$ cat src/rtl/seq_player.sv
// seq_player: plays the stored colour sequence on four one-hot LEDs.
// Each element is shown as WAIT (1 cycle), ON (ON_TICKS), OFF (OFF_TICKS).
// end_FPGA pulses for one cycle once the whole sequence has been shown.
// Optional build macro SEQ_PLAYER_SPEEDUP_EN adds a level[1:0] input that
// shortens the ON/OFF durations by a right shift, clamped to at least 1.
module seq_player #(
  parameter int unsigned ADDR_W    = 5,
  parameter int unsigned ON_TICKS  = 25000000,
  parameter int unsigned OFF_TICKS = 12500000,
  parameter int unsigned TMR_W     = 25
) (
  input  logic              CLOCK,
  input  logic              reset,
  input  logic              start,
  input  logic              abort,
  input  logic [ADDR_W:0]   len,
  input  logic [1:0]        seq_data,
`ifdef SEQ_PLAYER_SPEEDUP_EN
  input  logic [1:0]        level,
`endif
  output logic [ADDR_W-1:0] addr,
  output logic [3:0]        leds,
  output logic              busy,
  output logic              end_FPGA
);

  typedef enum logic [1:0] {S_IDLE, S_WAIT, S_ON, S_OFF} state_t;

  localparam logic [ADDR_W:0] MAX_LEN = {1'b1, {ADDR_W{1'b0}}};
  localparam logic [ADDR_W:0] ONE_LEN = (ADDR_W + 1)'(1);

  state_t            state, state_d;
  logic [TMR_W-1:0]  timer, timer_d;
  logic [ADDR_W-1:0] idx, idx_d;
  logic [ADDR_W-1:0] addr_d;
  logic [ADDR_W:0]   len_q, len_d;
  logic [ADDR_W:0]   len_clamped;
  logic [3:0]        leds_d;
  logic              busy_d, end_d;
  logic [TMR_W-1:0]  on_m1, off_m1;

`ifdef SEQ_PLAYER_SPEEDUP_EN
  logic [1:0] level_q, level_d;

  function automatic logic [TMR_W-1:0] dur_m1(input int unsigned ticks,
                                              input logic [1:0] lvl);
    int unsigned eff;
    eff = ticks >> lvl;
    if (eff == 0) eff = 1;
    return TMR_W'(eff - 1);
  endfunction

  assign on_m1  = dur_m1(ON_TICKS, level_q);
  assign off_m1 = dur_m1(OFF_TICKS, level_q);
`else
  assign on_m1  = TMR_W'(ON_TICKS - 1);
  assign off_m1 = TMR_W'(OFF_TICKS - 1);
`endif

  assign len_clamped = (len > MAX_LEN) ? MAX_LEN : len;

  // State and datapath registers; every output comes straight from a flop.
  always_ff @(posedge CLOCK or negedge reset) begin
    if (!reset) begin
      state    <= S_IDLE;
      timer    <= '0;
      idx      <= '0;
      addr     <= '0;
      len_q    <= '0;
      leds     <= '0;
      busy     <= 1'b0;
      end_FPGA <= 1'b0;
`ifdef SEQ_PLAYER_SPEEDUP_EN
      level_q  <= '0;
`endif
    end else begin
      state    <= state_d;
      timer    <= timer_d;
      idx      <= idx_d;
      addr     <= addr_d;
      len_q    <= len_d;
      leds     <= leds_d;
      busy     <= busy_d;
      end_FPGA <= end_d;
`ifdef SEQ_PLAYER_SPEEDUP_EN
      level_q  <= level_d;
`endif
    end
  end

  // Next-state and next-output logic; abort outranks everything outside IDLE.
  always_comb begin
    state_d = state;
    timer_d = timer;
    idx_d   = idx;
    addr_d  = addr;
    len_d   = len_q;
    leds_d  = leds;
    busy_d  = busy;
    end_d   = 1'b0;
`ifdef SEQ_PLAYER_SPEEDUP_EN
    level_d = level_q;
`endif
    if (abort && state != S_IDLE) begin
      state_d = S_IDLE;
      timer_d = '0;
      idx_d   = '0;
      addr_d  = '0;
      leds_d  = '0;
      busy_d  = 1'b0;
    end else begin
      unique case (state)
        S_IDLE: begin
          if (start && !abort) begin
            len_d  = len_clamped;
            idx_d  = '0;
            addr_d = '0;
`ifdef SEQ_PLAYER_SPEEDUP_EN
            level_d = level;
`endif
            if (len_clamped == '0) begin
              busy_d = 1'b0;
              end_d  = 1'b1;
            end else begin
              busy_d  = 1'b1;
              state_d = S_WAIT;
            end
          end
        end
        S_WAIT: begin
          leds_d  = 4'b0001 << seq_data;
          timer_d = on_m1;
          state_d = S_ON;
        end
        S_ON: begin
          if (timer == '0) begin
            leds_d  = '0;
            timer_d = off_m1;
            state_d = S_OFF;
          end else begin
            timer_d = timer - 1'b1;
          end
        end
        S_OFF: begin
          if (timer == '0) begin
            if ({1'b0, idx} == len_q - ONE_LEN) begin
              state_d = S_IDLE;
              busy_d  = 1'b0;
              end_d   = 1'b1;
            end else begin
              idx_d   = idx + 1'b1;
              addr_d  = idx + 1'b1;
              state_d = S_WAIT;
            end
          end else begin
            timer_d = timer - 1'b1;
          end
        end
        default: state_d = S_IDLE;
      endcase
    end
  end

endmodule

$ cat config.mk
export PLATFORM = sky130hd
export DESIGN_NAME = seq_player
export DESIGN_NICKNAME = d
export VERILOG_FILES = /design/src/rtl/seq_player.sv
export SDC_FILE = /design/constraint.sdc
export NUM_CORES = 1
export LEC_CHECK = 0
export BUFFER_PORTS_ARGS = -buffer_cell sky130_fd_sc_hd__clkbuf_2
export CORE_MARGIN = 4
export CORE_UTILIZATION = 45
export CTS_BUF_LIST = sky130_fd_sc_hd__clkbuf_8
export CTS_CLUSTER_DIAMETER = 30
export CTS_CLUSTER_SIZE = 40
export DETAILED_ROUTE_END_ITERATION = 16
export PLACE_DENSITY = 0.61
export SLEW_MARGIN = 30
export SYNTH_ARGS = -nofsm -noshare
export SYNTH_HDL_FRONTEND = slang
export SYNTH_SLANG_ARGS = --single-unit
$ cat constraint.sdc
create_clock -name CLOCK -period 2.8 [get_ports CLOCK]
set_input_delay 0.14 -clock CLOCK [delete_from_list [all_inputs] [get_ports CLOCK]]
set_output_delay 0.14 -clock CLOCK [all_outputs]
set_load 0.03 [all_outputs]
---- Yosys cells after proc, flatten, opt, wreduce, memory -nomap -nowiden ----
Index checks and enable logic that the tools add are counted.
word-level totals
  flip-flop bits (word level) ............. 44
  latch bits .............................. 0
  bits in writable memories ............... 0
  bits in read-only memories .............. 0
  output and inout port bits .............. 11
  logic and storage cells ................. 72
  memories ................................ 0
operators by class
  add/sub/neg operators ................... 3
  $mul .................................... 0
  divide/modulo/power cells ............... 0
  magnitude comparators ................... 1
  equal/unequal tests ..................... 11
  shift-type cells ........................ 1
  multiplexer cells ....................... 32
  bitwise logic cells ..................... 1
  reduce and logical (&&, ||, !) cells .... 16
operators with widths
  cell                                                   number
  2-to-1 mux 25 bit                                      3
  case mux 25 bit (3 select lines)                       1
  logical NOT 25 bit                                     1
  subtractor 25 x 1 -> 25 bit (second input constant)    1
  != test 3 bit (second input constant)                  7
  2-to-1 mux 5 bit                                       4
  AND reduction 4 bit                                    3
  2-to-1 mux 1 bit                                       11
  2-to-1 mux 2 bit                                       5
  case mux 5 bit (2 select lines)                        1
  2-to-1 mux 4 bit                                       2
  case mux 2 bit (4 select lines)                        1
  case mux 4 bit (2 select lines)                        1
  equality test 5 x 6 -> 1 bit                           1
  greater-than comparator 6 bit (second input constant)  1
  logical NOT 6 bit                                      1
  2-to-1 mux 6 bit                                       1
  nonzero test 3 bit                                     2
  subtractor 6 x 1 -> 6 bit (second input constant)      1
  adder 5 x 1 -> 5 bit (second input constant)           1
  equality test 2 bit (second input constant)            2
  case mux 1 bit (2 select lines)                        2
  AND reduction 2 bit                                    2
  nonzero test 4 bit                                     1
  8 further kinds                                        9

---- Logic depth before layout (Yosys ltp) ----
Gate-level depths: netlist of run 1.
  depth in word-level cells ............... 7
  depth in mapped cells ................... 10
  depth with buffers taken out ............ 8

---- Worst setup path before layout of run 1 ----
OpenSTA, ideal clock, no wires.
  kind .................................... register to register
  from .................................... register state[0]
  to ...................................... register state[0]
  setup time .............................. 0.077 ns
  arrival ................................. 1.981 ns
  data required time ...................... 2.723 ns
  slack ................................... 0.742 ns
  stages on the path, launching flop included .. 9
  buffers on the path ..................... 2
  cells stage by stage .................... dfrtp_1 > inv_1 > ha_1 > clkbuf_1 > or2_2 > clkbuf_1 > a32o_1 > or3_1 > o21ai_1
between the ends
  longest elaborated chain between the ends .. 4
  elaborated cells between the ends (all ways) .. 13
RTL lines
  item                                  line  source
  start: declaration                    32    state_t state, state_d;
  start signal: assignment              77    state <= state_d;
  nonzero test 2 bit                    104   if (abort && state != S_IDLE) begin
  logical AND 1 bit                     104
  != test 3 bit (no source line)        --
  AND reduction 4 bit (no source line)  --
Parallel ways exist; a longest one is shown, timed or not.
A chain may end at the register's enable or synchronous reset.

---- Worst setup path in the final report of run 1 ----
  from .................................... register timer[19]
  to ...................................... register timer[0]
between the ends
  longest elaborated chain between the ends .. 4
  elaborated cells between the ends (all ways) .. 6
RTL lines
  item                              line      source
  start: declaration                33        logic [TMR_W-1:0] timer, timer_d;
  start signal: assignment          78        timer <= timer_d;
  logical NOT 25 bit (*)            136, 145
  2-to-1 mux 25 bit                 136       if (timer == '0) begin
  case mux 25 bit (3 select lines)  112       unique case (state)
  2-to-1 mux 25 bit                 104
Every way passes the cells marked *; elsewhere a longest branch is shown, timed or not.

==> results of run 1 <==
## kinds of logic (layout without fill, tap and decap cells)
logic type / count (synthesis) / count (layout) / synth area share [%]
and+or+nand+nor: 111 / 111 / 22.7
adders and majority gates: 7 / 7 / 3.14
buffers and inverters: 29 / 56 / 4.67
muxes: 3 / 3 / 1.21
xor gates and xnor gates: 8 / 8 / 2.51
AOI/OAI and AO/OA: 107 / 107 / 26.3
DFF: 44 / 44 / 39.5
## worst max-delay path, stage by stage, from the launching register on
cell	delay [ns]
dfrtp_1	0.43
nor4_4	0.41
nand4b_2	0.26
or2_4	0.38
o21bai_4	0.48
nor2_1	0.12
a22o_1	0.21
## sequential cells by signal, summed over array words and instances (netlist names)
register	cells
timer	25
len_q	6
idx	5
leds	4
state	2
busy	1
end_FPGA	1
## cell type report
type / count / area, um^2
Clock buffer: 6 / 82.6
Clock inverter: 2 / 10.0
Fill cell: 563 / 2860
Inverter: 15 / 56.3
Multi-Input combinational cell: 236 / 1560
Sequential cell: 44 / 1100
Tap cell: 75 / 93.8
Timing Repair Buffer: 33 / 195
## synthesized netlist by cell type, types with 3 or more instances
library cell	n	area (um^2)
nand3_1	9	45.0
ha_1	7	87.6
clkbuf_1	8	30.0
nor3_1	15	75.1
mux2_2	3	33.8
a2bb2oi_1	4	35.0
nand2_1	29	109
o22a_1	6	52.6
a22o_1	4	35.0
nand2b_1	7	43.8
a21oi_1	18	90.1
o21ai_0	26	130
a41oi_1	3	26.3
nor2b_1	4	25.0
o211ai_1	3	22.5
nor4_1	4	25.0
dfrtp_1	44	1100
xnor2_1	5	43.8
xor2_1	3	26.3
inv_1	15	56.3
nand4b_1	3	26.3
o21ai_1	7	35.0
a31oi_1	9	56.3
nor4_4	3	63.8
nor2_1	22	82.6
## metal layers
| layer | global-route usage, % | vias up | share of wire (%) | routed length, um |
|---|---|---|---|---|
| li1 | - | 1212 | - | - |
| met1 | 25.9 | 1200 | 48 | 3290 |
| met2 | 30.3 | 56 | 47 | 3250 |
| met3 | 3.52 | 14 | 3.2 | 222 |
| met4 | 7.93 | 0 | 2.1 | 148 |
| met5 | 0 | - | 0 | 0 |
## cells in the final DEF (no fill, tap or decap), types with 3 or more instances in the layout
cell type	count
nor2_1	22
nand4b_1	3
nand2b_1	7
a41oi_1	3
inv_1	15
xnor2_1	5
buf_4	10
o22a_1	6
clkbuf_2	22
dfrtp_1	44
nor4_4	3
a22o_1	4
nor4_1	4
o211ai_1	3
nand2_1	29
a21oi_1	18
a2bb2oi_1	4
o21ai_0	26
mux2_2	3
a31oi_1	9
xor2_1	3
nor3_1	15
nand3_1	9
ha_1	7
nor2b_1	4
clkbuf_8	6
o21ai_1	7
## metrics by stage
step / instances / utilization, % / worst slack (ns)
after CTS: 411 / 52.0 / 0.421
after detailed placement: 402 / 50.3 / 0.426
after global routing: 411 / 52.0 / 0.139
after global placement: 402 / 50.3 / 0.438
after floorplan: 309 / - / 0.742
final: 411 / 52.0 / 0.400
## worst paths after layout
kind / startpoint / endpoint / slack (ns) / depth (start not counted)
setup / recovery: timer[19] / timer[0] / 0.40 / 6
hold / removal: len[2] / len_q[2] / 0.08 / 3
setup reg to reg: timer[19] / timer[0] / 0.40 / 6
hold reg to reg: timer[7] / timer[7] / 0.51 / 1
max in group asynchronous: reset / timer[10] / 1.71 / 3
min in group asynchronous: reset / len_q[3] / 0.36 / 2
## where the power goes
group	leakage, nW	switching, mW	internal [mW]
clock	0.0510	0.217	0.197
sequential	0.549	0.250	0.844
combinational	0.720	0.921	0.614
total	1.32	1.39	1.65
==> flow_summary.toml, run 1 <==
[sta]
period_share_pct = 85.7
finClkSkew_ns = 0.00840
finalCriticalPeriod_ns = 2.40
grt_setup_unrepaired = "no"
tightest_slew_ns = 0.625
setup-violations-final = 0
slew_viol_final = 0
hold_viol = 0
timing.hold.ws_ns = 0.0779
maxSlewHeadroom_pct = 58.1
fmax_mhz = 417
setup_tns_ns = 0

[pwr]
powerDensity_nw_per_um2 = 982
leakage_nw = 1.32
p_total_mw = 3.04
vdd_drop_max_uv = 494

[placed_design]
gp_congestion = 0.885
dpl_cell_area_um2 = 2990
port_buffers = 22
hpwl_um = 5130

[detailed_routing]
drtAntennaViolNets = 0
drt_wl_total_um = 6910
drt-initial-drc-count = 121
wl_per_cell_um = 16.8
firstDrtPassIters = 4
drc = 0
avgViaCountPerCell = 6.04
vias = 2482

[global_routing]
grt_max_degree = 24
grt_pass1_vias = 2331
antenna_found_initial = 0
grt_overflow = 0
grt_usage_pct = 19.2
grt_first_pass_wirelength_um = 11400

[cts]
clk_latency_ns = 0.30
clockRootBuffer = "clkbuf_8"
cts_buffer_depth = 2
postCtsResizedCells = 0
cts_tree = "yes"
cts_hold_buf = 1
clk_pin_slew_ns = 0.08
cts.sinks = 44
cts_buffers = 5
h-tree-depth = 2
postCtsSetupBuffers = 0

[status]
status = "completed"

[critical_path]
setup.worst_path.start_class = "register"
required_ns = 3.00
crit_fanout = 22
critPathArrivalTime_ns = 2.60
crit_type = "reg2reg"
worst_setup_path_end_kind = "register"

[synth]
syn_inst = 309
ys_seq_elements = 44
yosysWarnings = 0
synth_area_per_cell_um2 = 9.03
synth_enable_flop_cells = 0
netlist_area_um2 = 2790
synth_nets = 328
synth_ff_type = "dfrtp_1"
synth.distinct_cells = 62
ys_async_sr_fraction_pct = 100
seq_area_frac_synth_pct = 39.5

[cells_and_area]
final_area_um2 = 3100
area_delta_synth_final_pct = 11.0
final_nets = 354
antennaDiodeCount = 0
drive_gt1_share_pct = 17.0

[floorplan]
die_x_um = 86.7
die_h_um = 86.7
dieArea_um2 = 7520
start_util_pct = 46.8
io_pins = 23
core-area_um2 = 5960
rows = 28

[flow_run]
drv_cap = 0

[min_path]
hold_path.class = "in2reg"
No activity file was read; power rests on OpenSTA's default activity.
==> inputs of run 2 (changes only) <==
Settings changed: PLACE_DENSITY 0.61 to default.
==> flow_summary.toml, run 2 (same netlist as run 1, synthesis figures left out) <==
[detailed_routing]
vias = 2459
drt-initial-drc-count = 116
drtAntennaViolNets = 0
firstDrtPassIters = 4
drc = 0
drt_wl_total_um = 6850
avgViaCountPerCell = 6.00
wl_per_cell_um = 16.7

[placed_design]
post-place-ws_ns = 0.398
gp_congestion = 0.840
port_buffers = 22
dpl_cell_area_um2 = 2990
hpwl_um = 5020

[sta]
setup_ws_ns = 0.351
tightest_slew_ns = 0.600
period_share_pct = 87.5
finalCriticalPeriod_ns = 2.45
hold_viol = 0
slew_viol_final = 0
maxSlewHeadroom_pct = 59.8
setup-violations-final = 0
finClkSkew_ns = 0.00791
fmax_mhz = 408
grt_setup_unrepaired = "no"
setup_tns_ns = 0

[cts]
cts.sinks = 44
cts_hold_buf = 1
cts_buffers = 5
cts_tree = "yes"
clk_latency_ns = 0.30
cts_buffer_depth = 2
clockRootBuffer = "clkbuf_8"
postCtsResizedCells = 0
postCtsSetupBuffers = 0
h-tree-depth = 2
clk_pin_slew_ns = 0.09

[cells_and_area]
multi_input_area_um2 = 1560
drive_gt1_share_pct = 16.1
mostFrequentLayoutCells = "dfrtp_1 (44), nand2_1 (29), o21ai_0 (26), nor2_1 (22), clkbuf_2 (22)"
final_area_um2 = 3090
reg_top3 = "timer (25), len_q (6), idx (5)"
largest_register_ffs = 25
area_delta_synth_final_pct = 10.7
final_nets = 353
register_area_um2 = 1100
antennaDiodeCount = 0
fillerInstances = 587
largest_register = "timer"
final_common_cell = "dfrtp_1"

[critical_path]
crit_type = "reg2reg"
reg2reg_slack_ns = 0.35
reg2reg_to = "idx[0]"
crit_fanout = 8
crit_end = "idx[0]"
critPathArrivalTime_ns = 2.69
required_ns = 3.04
setup.worst_path.start_class = "register"
reg2reg_depth = 8
worst_setup_path_end_kind = "register"
rr_startpoint = "len_q[0]"
worstSetupStartpoint = "len_q[0]"

[pwr]
p_clk_share_pct = 13.6
vdd_drop_max_uv = 438
leakage_nw = 1.32
pwr-share-seq_pct = 35.7
swShare_pct = 45.5
p_sw_mw = 1.38
powerDensity_nw_per_um2 = 985
p_comb_share_pct = 50.7
cellInternalPower_mw = 1.66

[global_routing]
antenna_found_initial = 0
grt_usage_pct = 19.8
grt_first_pass_wirelength_um = 11800
grt_pass1_vias = 2440
grt_max_degree = 24
grt_overflow = 0

[floorplan]
core-area_um2 = 5960
die_x_um = 86.7
dieArea_um2 = 7520
rows = 28
io_pins = 23
die_h_um = 86.7
start_util_pct = 46.8

[status]
status = "completed"

[flow_run]
drv_cap = 0

[min_path]
min_from = "len[3]"
hold_path.class = "in2reg"
-- run 2: cell types whose count changed in the layout (fill, tap and decap cells not counted) --
| cell | delta |
|---|---|
| clkinv_2 | -2 |
| inv_1 | +2 |
| buf_4 | -1 |
-- run 2: layout make-up --
cell class | count | area share [%]
Multi-Input combinational cell | 236 | 50.5
Clock inverter | 2 | 0.243
Timing Repair Buffer | 32 | 6.08
Clock buffer | 6 | 2.68
Sequential cell | 44 | 35.7
Tap cell | 75 | 3.04
Inverter | 15 | 1.82
-- run 2: metal layers --
layer | up-vias | wire [um] | global-route usage, %
met5 | - | 0 | 0
met4 | 0 | 99 | 6.52
met3 | 9 | 300 | 3.71
met2 | 53 | 3250 | 32.1
met1 | 1198 | 3200 | 26.7
li1 | 1199 | - | -
-- run 2: power groups by stage --
stage	registers (mW)	logic (mW)	clock network, mW
CTS	1.08	1.55	0.427
detailed placement	1.10	1.54	0
finish	1.09	1.54	0.413
floorplan	1.10	1.13	0
global route	1.12	1.74	0.447
global placement	1.09	1.51	0
-- run 2: worst min path at each step --
stage | endpoint | depth (start not counted)
2_1_floorplan | busy | 0
3_3_place_gp | len_q[3] | 1
3_5_place_dp | len_q[3] | 1
4_1_cts | len_q[3] | 3
5_1_grt | len_q[2] | 3
6_report | len_q[3] | 3
-- run 2: worst max-delay path, cell delays in order, from the launching register on --
cell and delay (ns):
dfrtp_1 0.44, inv_1 0.06, ha_1 0.25, o21ba_1 0.19
a221oi_1 0.32, a41o_1 0.15, nand4_1 0.29, a211oi_2 0.45
mux2_2 0.23
-- run 2: per-stage QoR --
step	total power, mW	util, %	std cells	hold slack (ns)
2_1_floorplan	2.23	-	309	-0.156
3_3_place_gp	2.60	50.1	401	0.165
3_5_place_dp	2.64	50.1	401	0.164
4_1_cts	3.06	51.8	410	0.0828
5_1_grt	3.31	51.8	410	0.0936
6_report	3.04	51.8	410	0.0845
